--- src/rtl/arb_pkg.sv ---
// Shared types and helpers for the round-robin bus arbiter.
package arb_pkg;

  typedef enum logic [1:0] {
    IDLE    = 2'd0,
    GRANT   = 2'd1,
    RELEASE = 2'd2
  } arb_state_e;

  function automatic int sel_width(input int n);
    return (n > 1) ? $clog2(n) : 1;
  endfunction

endpackage

--- src/rtl/rr_pick.sv ---
// Combinational round-robin pick: rotate so (ptr+1) mod N sits at bit 0,
// take the lowest set bit, then map the rotated index back.
module rr_pick
  import arb_pkg::*;
#(
  parameter int N = 4
) (
  input  logic [N-1:0]              req_i,
  input  logic [sel_width(N)-1:0]   ptr_i,
  output logic                      any_o,
  output logic [sel_width(N)-1:0]   winner_o
);

  localparam int SW = sel_width(N);
  localparam logic [SW-1:0] PTR_LAST = SW'(N - 1);
  localparam logic [SW:0]   N_V      = (SW+1)'(N);

  logic [SW-1:0]  start;
  logic [2*N-1:0] dbl;
  logic [N-1:0]   rot;
  logic [SW-1:0]  k;
  logic [SW:0]    sum;

  assign start = (ptr_i == PTR_LAST) ? '0 : ptr_i + 1'b1;
  assign dbl   = {req_i, req_i};
  assign rot   = dbl[start +: N];

  always_comb begin
    k = '0;
    for (int i = N - 1; i >= 0; i--) begin
      if (rot[i]) k = SW'(i);
    end
  end

  assign any_o    = |req_i;
  assign sum      = {1'b0, k} + {1'b0, start};
  assign winner_o = (sum >= N_V) ? SW'(sum - N_V) : sum[SW-1:0];

endmodule

--- src/rtl/rr_bus_arbiter.sv ---
// Round-robin owner selection for the shared 16-bit bus mux, with a
// one-cycle turnaround between owners and an optional hold limit.
//
// state   | meaning
// IDLE    | no owner; arbitrate on any request
// GRANT   | owner sel_q drives the bus; hold_q counts its cycles
// RELEASE | turnaround cycle with grant low; arbitrate past previous owner
module rr_bus_arbiter
  import arb_pkg::*;
#(
  parameter int N        = 4,
  parameter int MAX_HOLD = 16
) (
  input  logic                    clk,
  input  logic                    rst,
  input  logic [N-1:0]            req,
  input  logic                    done,
  output logic [N-1:0]            grant,
  output logic [sel_width(N)-1:0] sel,
  output logic                    busy,
  output logic                    timeout
);

  localparam int SW = sel_width(N);
  localparam int HW = (MAX_HOLD > 0) ? $clog2(MAX_HOLD + 1) : 1;
  localparam logic [HW-1:0] HOLD_LAST = (MAX_HOLD > 0) ? HW'(MAX_HOLD - 1) : '0;
  localparam logic [HW-1:0] HOLD_SAT  = '1;
  localparam logic [SW-1:0] PTR_RST   = SW'(N - 1);

  arb_state_e    state_q, state_d;
  logic [N-1:0]  grant_q, grant_d;
  logic [SW-1:0] sel_q, sel_d;
  logic [SW-1:0] ptr_q, ptr_d;
  logic [HW-1:0] hold_q, hold_d;
  logic          busy_q, busy_d;
  logic          timeout_q, timeout_d;

  logic          pick_any;
  logic [SW-1:0] pick_w;
  logic          owner_req;
  logic          hold_hit;

  rr_pick #(.N(N)) u_pick (
    .req_i    (req),
    .ptr_i    (ptr_q),
    .any_o    (pick_any),
    .winner_o (pick_w)
  );

  assign owner_req = req[sel_q];
  assign hold_hit  = (MAX_HOLD != 0) && (hold_q == HOLD_LAST);

  always_comb begin
    state_d   = state_q;
    grant_d   = grant_q;
    sel_d     = sel_q;
    ptr_d     = ptr_q;
    hold_d    = hold_q;
    busy_d    = busy_q;
    timeout_d = 1'b0;
    case (state_q)
      IDLE, RELEASE: begin
        if (pick_any) begin
          state_d = GRANT;
          grant_d = N'(1) << pick_w;
          sel_d   = pick_w;
          ptr_d   = pick_w;
          hold_d  = '0;
          busy_d  = 1'b1;
        end else begin
          state_d = IDLE;
          grant_d = '0;
          busy_d  = 1'b0;
        end
      end
      GRANT: begin
        if (done || !owner_req || hold_hit) begin
          state_d   = RELEASE;
          grant_d   = '0;
          busy_d    = 1'b0;
          // a completed or abandoned transfer is never reported as a timeout
          timeout_d = hold_hit && !done && owner_req;
        end else if (hold_q != HOLD_SAT) begin
          hold_d = hold_q + 1'b1;
        end
      end
      default: begin
        state_d = IDLE;
        grant_d = '0;
        busy_d  = 1'b0;
      end
    endcase
  end

  always_ff @(posedge clk) begin
    if (rst) begin
      state_q   <= IDLE;
      grant_q   <= '0;
      sel_q     <= '0;
      ptr_q     <= PTR_RST;
      hold_q    <= '0;
      busy_q    <= 1'b0;
      timeout_q <= 1'b0;
    end else begin
      state_q   <= state_d;
      grant_q   <= grant_d;
      sel_q     <= sel_d;
      ptr_q     <= ptr_d;
      hold_q    <= hold_d;
      busy_q    <= busy_d;
      timeout_q <= timeout_d;
    end
  end

  assign grant   = grant_q;
  assign sel     = sel_q;
  assign busy    = busy_q;
  assign timeout = timeout_q;

endmodule

--- config.mk ---
export PLATFORM = sky130hd
export DESIGN_NAME = rr_bus_arbiter
export DESIGN_NICKNAME = d
export VERILOG_FILES = /design/src/rtl/arb_pkg.sv /design/src/rtl/rr_pick.sv /design/src/rtl/rr_bus_arbiter.sv
export SDC_FILE = /design/constraint.sdc
export NUM_CORES = 1
export LEC_CHECK = 0
export CORE_ASPECT_RATIO = 1.25
export CORE_MARGIN = 4
export CORE_UTILIZATION = 55
export DETAILED_ROUTE_END_ITERATION = 7
export GPL_TIMING_DRIVEN = 0
export PLACE_DENSITY = 0.88
export REMOVE_ABC_BUFFERS = 1
export SYNTH_ARGS = -nofsm -noshare
export SYNTH_HDL_FRONTEND = slang
export SYNTH_SLANG_ARGS = --single-unit
export TNS_END_PERCENT = 20
--- constraint.sdc ---
create_clock -name clk -period 3.7 [get_ports clk]
set_input_delay 0.37 -clock clk [delete_from_list [all_inputs] [get_ports clk]]
set_output_delay 0.37 -clock clk [all_outputs]
set_load 0.05 [all_outputs]
==> flow_summary_export.csv <==
group,metric,value,unit
power_and_ir_drop,powerDensity,654.0,nW/um2
timing,tightestPinTransition,0.7915,ns
power_and_ir_drop,p_leak,0.4562,nW
setup_path,r2r_start,"ptr_q[0]",
floorplan,fp.dieH,55.37,um
placement,place_congestion,0.7531,
routing,vias,871,
yosys,yosysSeqAreaShare,0.3447,
floorplan,io_pins,15,
floorplan,coreArea,1642,um2
grt,grt_pass1_wl,3532,um
final_layout,final_cell_mix,"dfxtp_1 (17), clkdlybuf4s50_1 (14), nor3_1 (10)",
timing,max-slew-margin-rel,0.4707,
setup_path,cp.arrival,2.42,ns
timing,rsz0062_at_grt,"no",
final_layout,fillerInstances,141,
timing,fin_ws,1.465,ns
setup_path,startpoint,"ptr_q[0]",
final_layout,multiInputGateArea,600.6,um2
timing,tns,0,ns
timing,period_minus_slack,2.235,ns
floorplan,row_count,16,
clock_tree,clockBufferDepth,2,
yosys,synth-simple-area-share,0.2345,
grt,grtUsageTotal,0.1769,
yosys,synth-edff-count,0,
yosys,yosys.area_share.xor_xnor,0.03422,
grt,grt-ovfl-total,0,
routing,antenna_left,0,
clock_tree,clk_pin_slew,0.10,ns
grt,grt_pass1_vias,849,
outcome,status,"finished clean",
yosys,syn-instance-count,110,
setup_path,reg2reg_depth,6,
clock_tree,cts-resized-gates,0,
yosys,synth_top_family_by_area,"simple AND/OR/NAND/NOR gates",
routing,viasPerCell,6.134,
clock_tree,post-cts-setup-buffer-count,0,
placement,place_hpwl,1513,um
grt,grt_max_degree,24,
final_layout,nets,137,
floorplan,start_util,0.6014,
final_layout,syn_to_final_growth,16.86,%
timing,drv_slew,0,
clock_tree,cts_tree,"yes",
routing,routed_wirelength,1944,um
timing,finalSetupViolCount,0,
setup_path,start_kind,"register",
timing,finalCritPeriodShare,0.6041,
final_layout,drive_gt1_frac,0.1210,
clock_tree,clockRootBuffer,"clkbuf_4",
floorplan,die_w,45.90,um
yosys,synth-compound-area-share,0.2319,
setup_path,r2r-end,"grant[0]",
routing,wl_per_cell,13.69,um
routing,dr.pass1.iters,4,
routing,drt_iter0_drc,15,
clock_tree,cts_sinks,17,
worst_hold_path,hp-class,"reg -> reg",
floorplan,dieArea,2541,um2
setup_path,critPathKind,"reg -> reg",
grt,antenna_found_initial,0,
clock_tree,cts_hold_buf,0,
yosys,avgSynthCellArea,8.975,um2
yosys,ys_ff_latch,17,
setup_path,crit_end,"grant[0]",
placement,dp_slack,1.294,ns
setup_path,worst_ep_required_time,3.88,ns
power_and_ir_drop,ir_drop,0.4958,mV
timing,hold_viol_final,0,
setup_path,cp-end-kind,"register",
run,cap_violations,0,
clock_tree,cts_max_level,1,
yosys,synthFlopType,"dfxtp_1",
clock_tree,cts_inserted_buffers,3,
placement,port_buffers,14,
yosys,ys_async_sr_fraction,0,
yosys,synth_area,987.2,um2
timing,max_freq,447.4,MHz
yosys,yosysUniqueCellTypes,43,
setup_path,reg2reg_slack,1.46,ns
yosys,synthAdderAreaFrac,0.07478,
timing,finalClockSkew,0.001237,ns
final_layout,seq_area,340.3,um2
clock_tree,insertion_delay,0.28,ns
final_layout,diodes,0,
setup_path,path_max_fanout,9,
final_layout,layout_commonest_cell,"dfxtp_1",
routing,drc,0,
yosys,muxShareOfSynthArea,0.03295,
yosys,yosysWarnings,0,
-- worst max-delay path, cell delays in order, from the launching register on --
cell	delay, ns
dfxtp_1	0.52
ha_1	0.38
nor2_2	0.10
o32a_1	0.40
ha_1	0.26
xor2_1	0.19
o32ai_1	0.29
-- through the flow --
step / util / total power [mW] / cells / cell area, um2 / hold slack [ns]
6_report: 0.7027 / 0.7545 / 142 / 1154 / 0.4897
5_1_grt: 0.7027 / 0.8059 / 142 / 1154 / 0.5213
4_1_cts: 0.7027 / 0.7594 / 142 / 1154 / 0.4911
3_5_place_dp: 0.6860 / 0.6614 / 138 / 1126 / 0.4775
3_3_place_gp: 0.6860 / 0.6473 / 138 / 1126 / 0.4566
2_1_floorplan: - / 0.5557 / 106 / 963.4 / 0.4391
-- report_power, final --
| part | switching [mW] | internal (mW) | total, mW | leakage (nW) |
|---|---|---|---|---|
| Combinational | 0.242 | 0.163 | 0.405 | 0.299 |
| Clock | 0.0560 | 0.0401 | 0.0961 | 0.0177 |
| Sequential | 0.0351 | 0.219 | 0.254 | 0.139 |
| Total | 0.333 | 0.422 | 0.754 | 0.456 |
-- metal layers --
layer / vias to the layer above / track usage / part of all wire
li1: 436 / - / -
met2: 15 / 0.2992 / 0.55
met5: - / 0 / 0
met1: 418 / 0.2207 / 0.41
met4: 0 / 0.03659 / 0.0010
met3: 2 / 0.03896 / 0.031
-- synthesized netlist by cell type, drive strengths merged (2+ instances only) --
cell type / instances / share of area
o32ai: 2 / 0.025
dfxtp: 17 / 0.34
ha: 5 / 0.063
nand2: 3 / 0.011
buf: 2 / 0.016
a211oi: 4 / 0.035
inv: 6 / 0.023
a21o: 2 / 0.015
nor2: 12 / 0.058
nor3: 10 / 0.051
nand2b: 5 / 0.032
a21oi: 9 / 0.046
xor2: 2 / 0.018
nor3b: 2 / 0.015
nand3: 3 / 0.015
o21ai: 4 / 0.020
clkbuf: 2 / 0.0076
-- flip-flops by register name, indices dropped and copies added, names as in the netlist --
| register | count |
|---|---|
| ptr_q | 2 |
| hold_q | 5 |
| grant | 4 |
| timeout | 1 |
| state_q | 2 |
| busy | 1 |
| sel | 2 |
-- kinds of logic after synthesis --
kind of cell	after synthesis
buffers and inverters	10
flip-flops	17
adder cells (fa/ha/maj)	6
XOR/XNOR	3
multiplexers	2
AND/OR/NAND/NOR	42
AO/OA/AOI/OAI	30
-- cell type report --
type                            instances  area share
Clock buffer                            3     0.01952
Clock inverter                          1    0.004338
Inverter                                6     0.01952
Multi-Input combinational cell         83      0.5206
Sequential cell                        17      0.2950
Tap cell                               18     0.01952
Timing Repair Buffer                   14      0.1215
-- how the worst min path moves through the flow --
stage / from / end / slack, ns / cells past startpoint
final: busy / busy / 0.49 / 2
after global routing: busy / busy / 0.52 / 2
after CTS: busy / busy / 0.49 / 2
after detailed placement: busy / busy / 0.48 / 2
after global placement: busy / busy / 0.46 / 2
after floorplan: rst / busy / 0.44 / 1
Note: power is estimated with default switching activity, not from simulation.
==> RTL edit (config.mk and constraints unchanged) <==
`N` is set to 4 in 2 places; all go to 5.
--- a/src/rtl/rr_pick.sv
+++ b/src/rtl/rr_pick.sv
@@ -4,5 +4,5 @@
   import arb_pkg::*;
 #(
-  parameter int N = 4
+  parameter int N = 5
 ) (
   input  logic [N-1:0]              req_i,
--- a/src/rtl/rr_bus_arbiter.sv
+++ b/src/rtl/rr_bus_arbiter.sv
@@ -9,5 +9,5 @@
   import arb_pkg::*;
 #(
-  parameter int N        = 4,
+  parameter int N        = 5,
   parameter int MAX_HOLD = 16
 ) (
Interface: changed (resized grant, req and sel); port bits go from 15 to 18. No check against the original RTL was run, so the function may have changed too.
==> RTL edit against the original RTL <==
- the run now ends with setup timing left
- synthesized area grew 46%
- routed wire length is 100% higher
- non-clock buffer count up 15
- setup slack worse by 2.0 ns
- clock skew is 0.0027 ns higher
- cell area grew 66%
- final cell count grew 63%
- critical path depth grew 13
- sequential cell count increased by 1
- critical endpoint is now grant[4]
- largest cell class unchanged
- highest routed layer unchanged
Power is left out: the tool's default activity adds up to more than one toggle a clock period on the data nets, which glitch-free logic cannot reach.
==> RTL edit: results (changes against the original RTL) <==
Setup path
  – CP arrival: 4.48 ns (+2.06 ns)
  – Crit path max fanout: 4 (-5)
  – Critical Path Slowest Stage Cell: fa_2
  – Max incr delay on CP: 0.48 ns (-0.04 ns)
  – FF-to-FF path depth: 19 (+13)

Detailed routing
  – DR iter-0 viols: 46 (+31)
  – Drt pass-1 iters: 4 (unchanged)
  – Vias per cell: 6.04 (-1.5%)
  – Routed WL: 3950 um (+100%)

Global routing
  – Largest net degree at the start of global routing: 17 (-29%)
  – First-pass GRT wire length: 6380 um (+80%)
  – Overall Global Routing Usage: 23.9% (+6.2 points)
  – Vias in the first global route: 1436 (+69%)

Logic synthesis
  – Top FF cell, synth: dfxtp_1
  – Synthesis Warnings: 0 (unchanged)
  – Largest cells by area after synthesis: dfxtp_1, mux2i_1, ha_1, nand2_1, nor2_1
  – Post-synth cell types: 47 (+9.3%)
  – Sequential fraction of the synthesis area: 25.0% (-9.4 points)
  – Most frequent cells after synthesis: dfxtp_1, mux2i_1, nand2_1

Clock tree
  – Clock transition at path regs: 0.10 ns (about the same)
  – Root Buffer: clkbuf_4
  – CTS Buf Count: 3 (unchanged)
  – Clock Latency Late Sink: 0.29 ns
  – CTS Buffer Depth: 2 (unchanged)

Placed design
  – RD Place Congestion: 0.883 (+17%)
  – Port Buffers: 17 (+3)
  – Detailed Place HPWL: 2590 um (+71%)
  – Cell Area, Placed: 1600 um^2 (+42%)

Run status
  – Status: finished, violations left
  – Failing checks: setup timing

Timing
  – Post-Route Skew: 0.00395 ns (+0.00271 ns)
  – Slew @ Worst Pin: 0.632 ns (-0.160 ns)
  – Worst Slack Setup Final: -0.561 ns (-2.03 ns)
  – # setup viols final: 9 (+9)
  – Hold WS: 0.455 ns (-0.0345 ns)

Final layout
  – Share of layout cells above drive strength 1: 30.8% (+19 points)
  – Final #Nets: 217 (+58%)
  – Antenna Diode Count: 0 (unchanged)

Worst hold path
  – Hold Path Class: reg -> reg
-- RTL edit: worst paths after layout --
check | startpoint | to
worst max-delay path | sel[0] | grant[4]
worst min-delay path | grant[1] | grant[1]
worst max register to register | sel[0] | grant[4]
worst min register to register | grant[1] | grant[1]
-- RTL edit: what timing repair did --
action                                  4_1_cts  5_1_grt
buffers inserted                             11        1
endpoints found under the setup margin        9        9
endpoints found under the hold margin         0        0
pin swaps                                    15        6
resized for setup                            31       11
-- RTL edit: layout make-up --
| type | instances | area [um^2] |
|---|---|---|
| timing repair buffer | 29 | 264 |
| clock buffer | 4 | 36.3 |
| tap | 33 | 41.3 |
| inverter | 8 | 35.0 |
| fill | 166 | 558 |
| sequential | 18 | 365 |
| multi-input combinational | 139 | 1180 |
-- RTL edit: cells by family after synthesis --
logic type	count (synthesis)	share of synthesized area (%)
compound gates	26	12.6
mux	23	17.7
simple gates	73	25.6
fa+ha+maj	10	9.22
buf+inv	16	5.65
xor+xnor	7	4.26
flops	18	25.0
-- RTL edit: per-layer routing --
metal	share of wire [%]	GRT usage, %	routed length, um	vias to the layer above
met5	0	0	0	-
met4	5.5	14.1	218	0
met3	2.8	2.04	112	22
met2	54	44.4	2150	52
met1	37	24.5	1470	664
li1	-	-	-	658
-- RTL edit: worst max-delay path, delay by kind of cell (launching register included) --
kind	cells	cell delay [ns]
flops	1	0.38
compound gates	6	1.15
simple gates	5	0.84
fa+ha+maj	3	0.86
buf+inv	2	0.23
mux	3	0.72
-- RTL edit: per-stage QoR --
step / setup WS (ns) / utilization, % / setup TNS (ns) / cells
floorplan: -0.955 / - / -7.87 / 165
global placement: -1.04 / 64.7 / -8.54 / 215
detailed placement: -1.21 / 64.7 / -9.75 / 215
CTS: -0.421 / 74.9 / -2.81 / 230
global route: -0.742 / 77.5 / -5.51 / 231
finish: -0.561 / 77.5 / -4.06 / 231
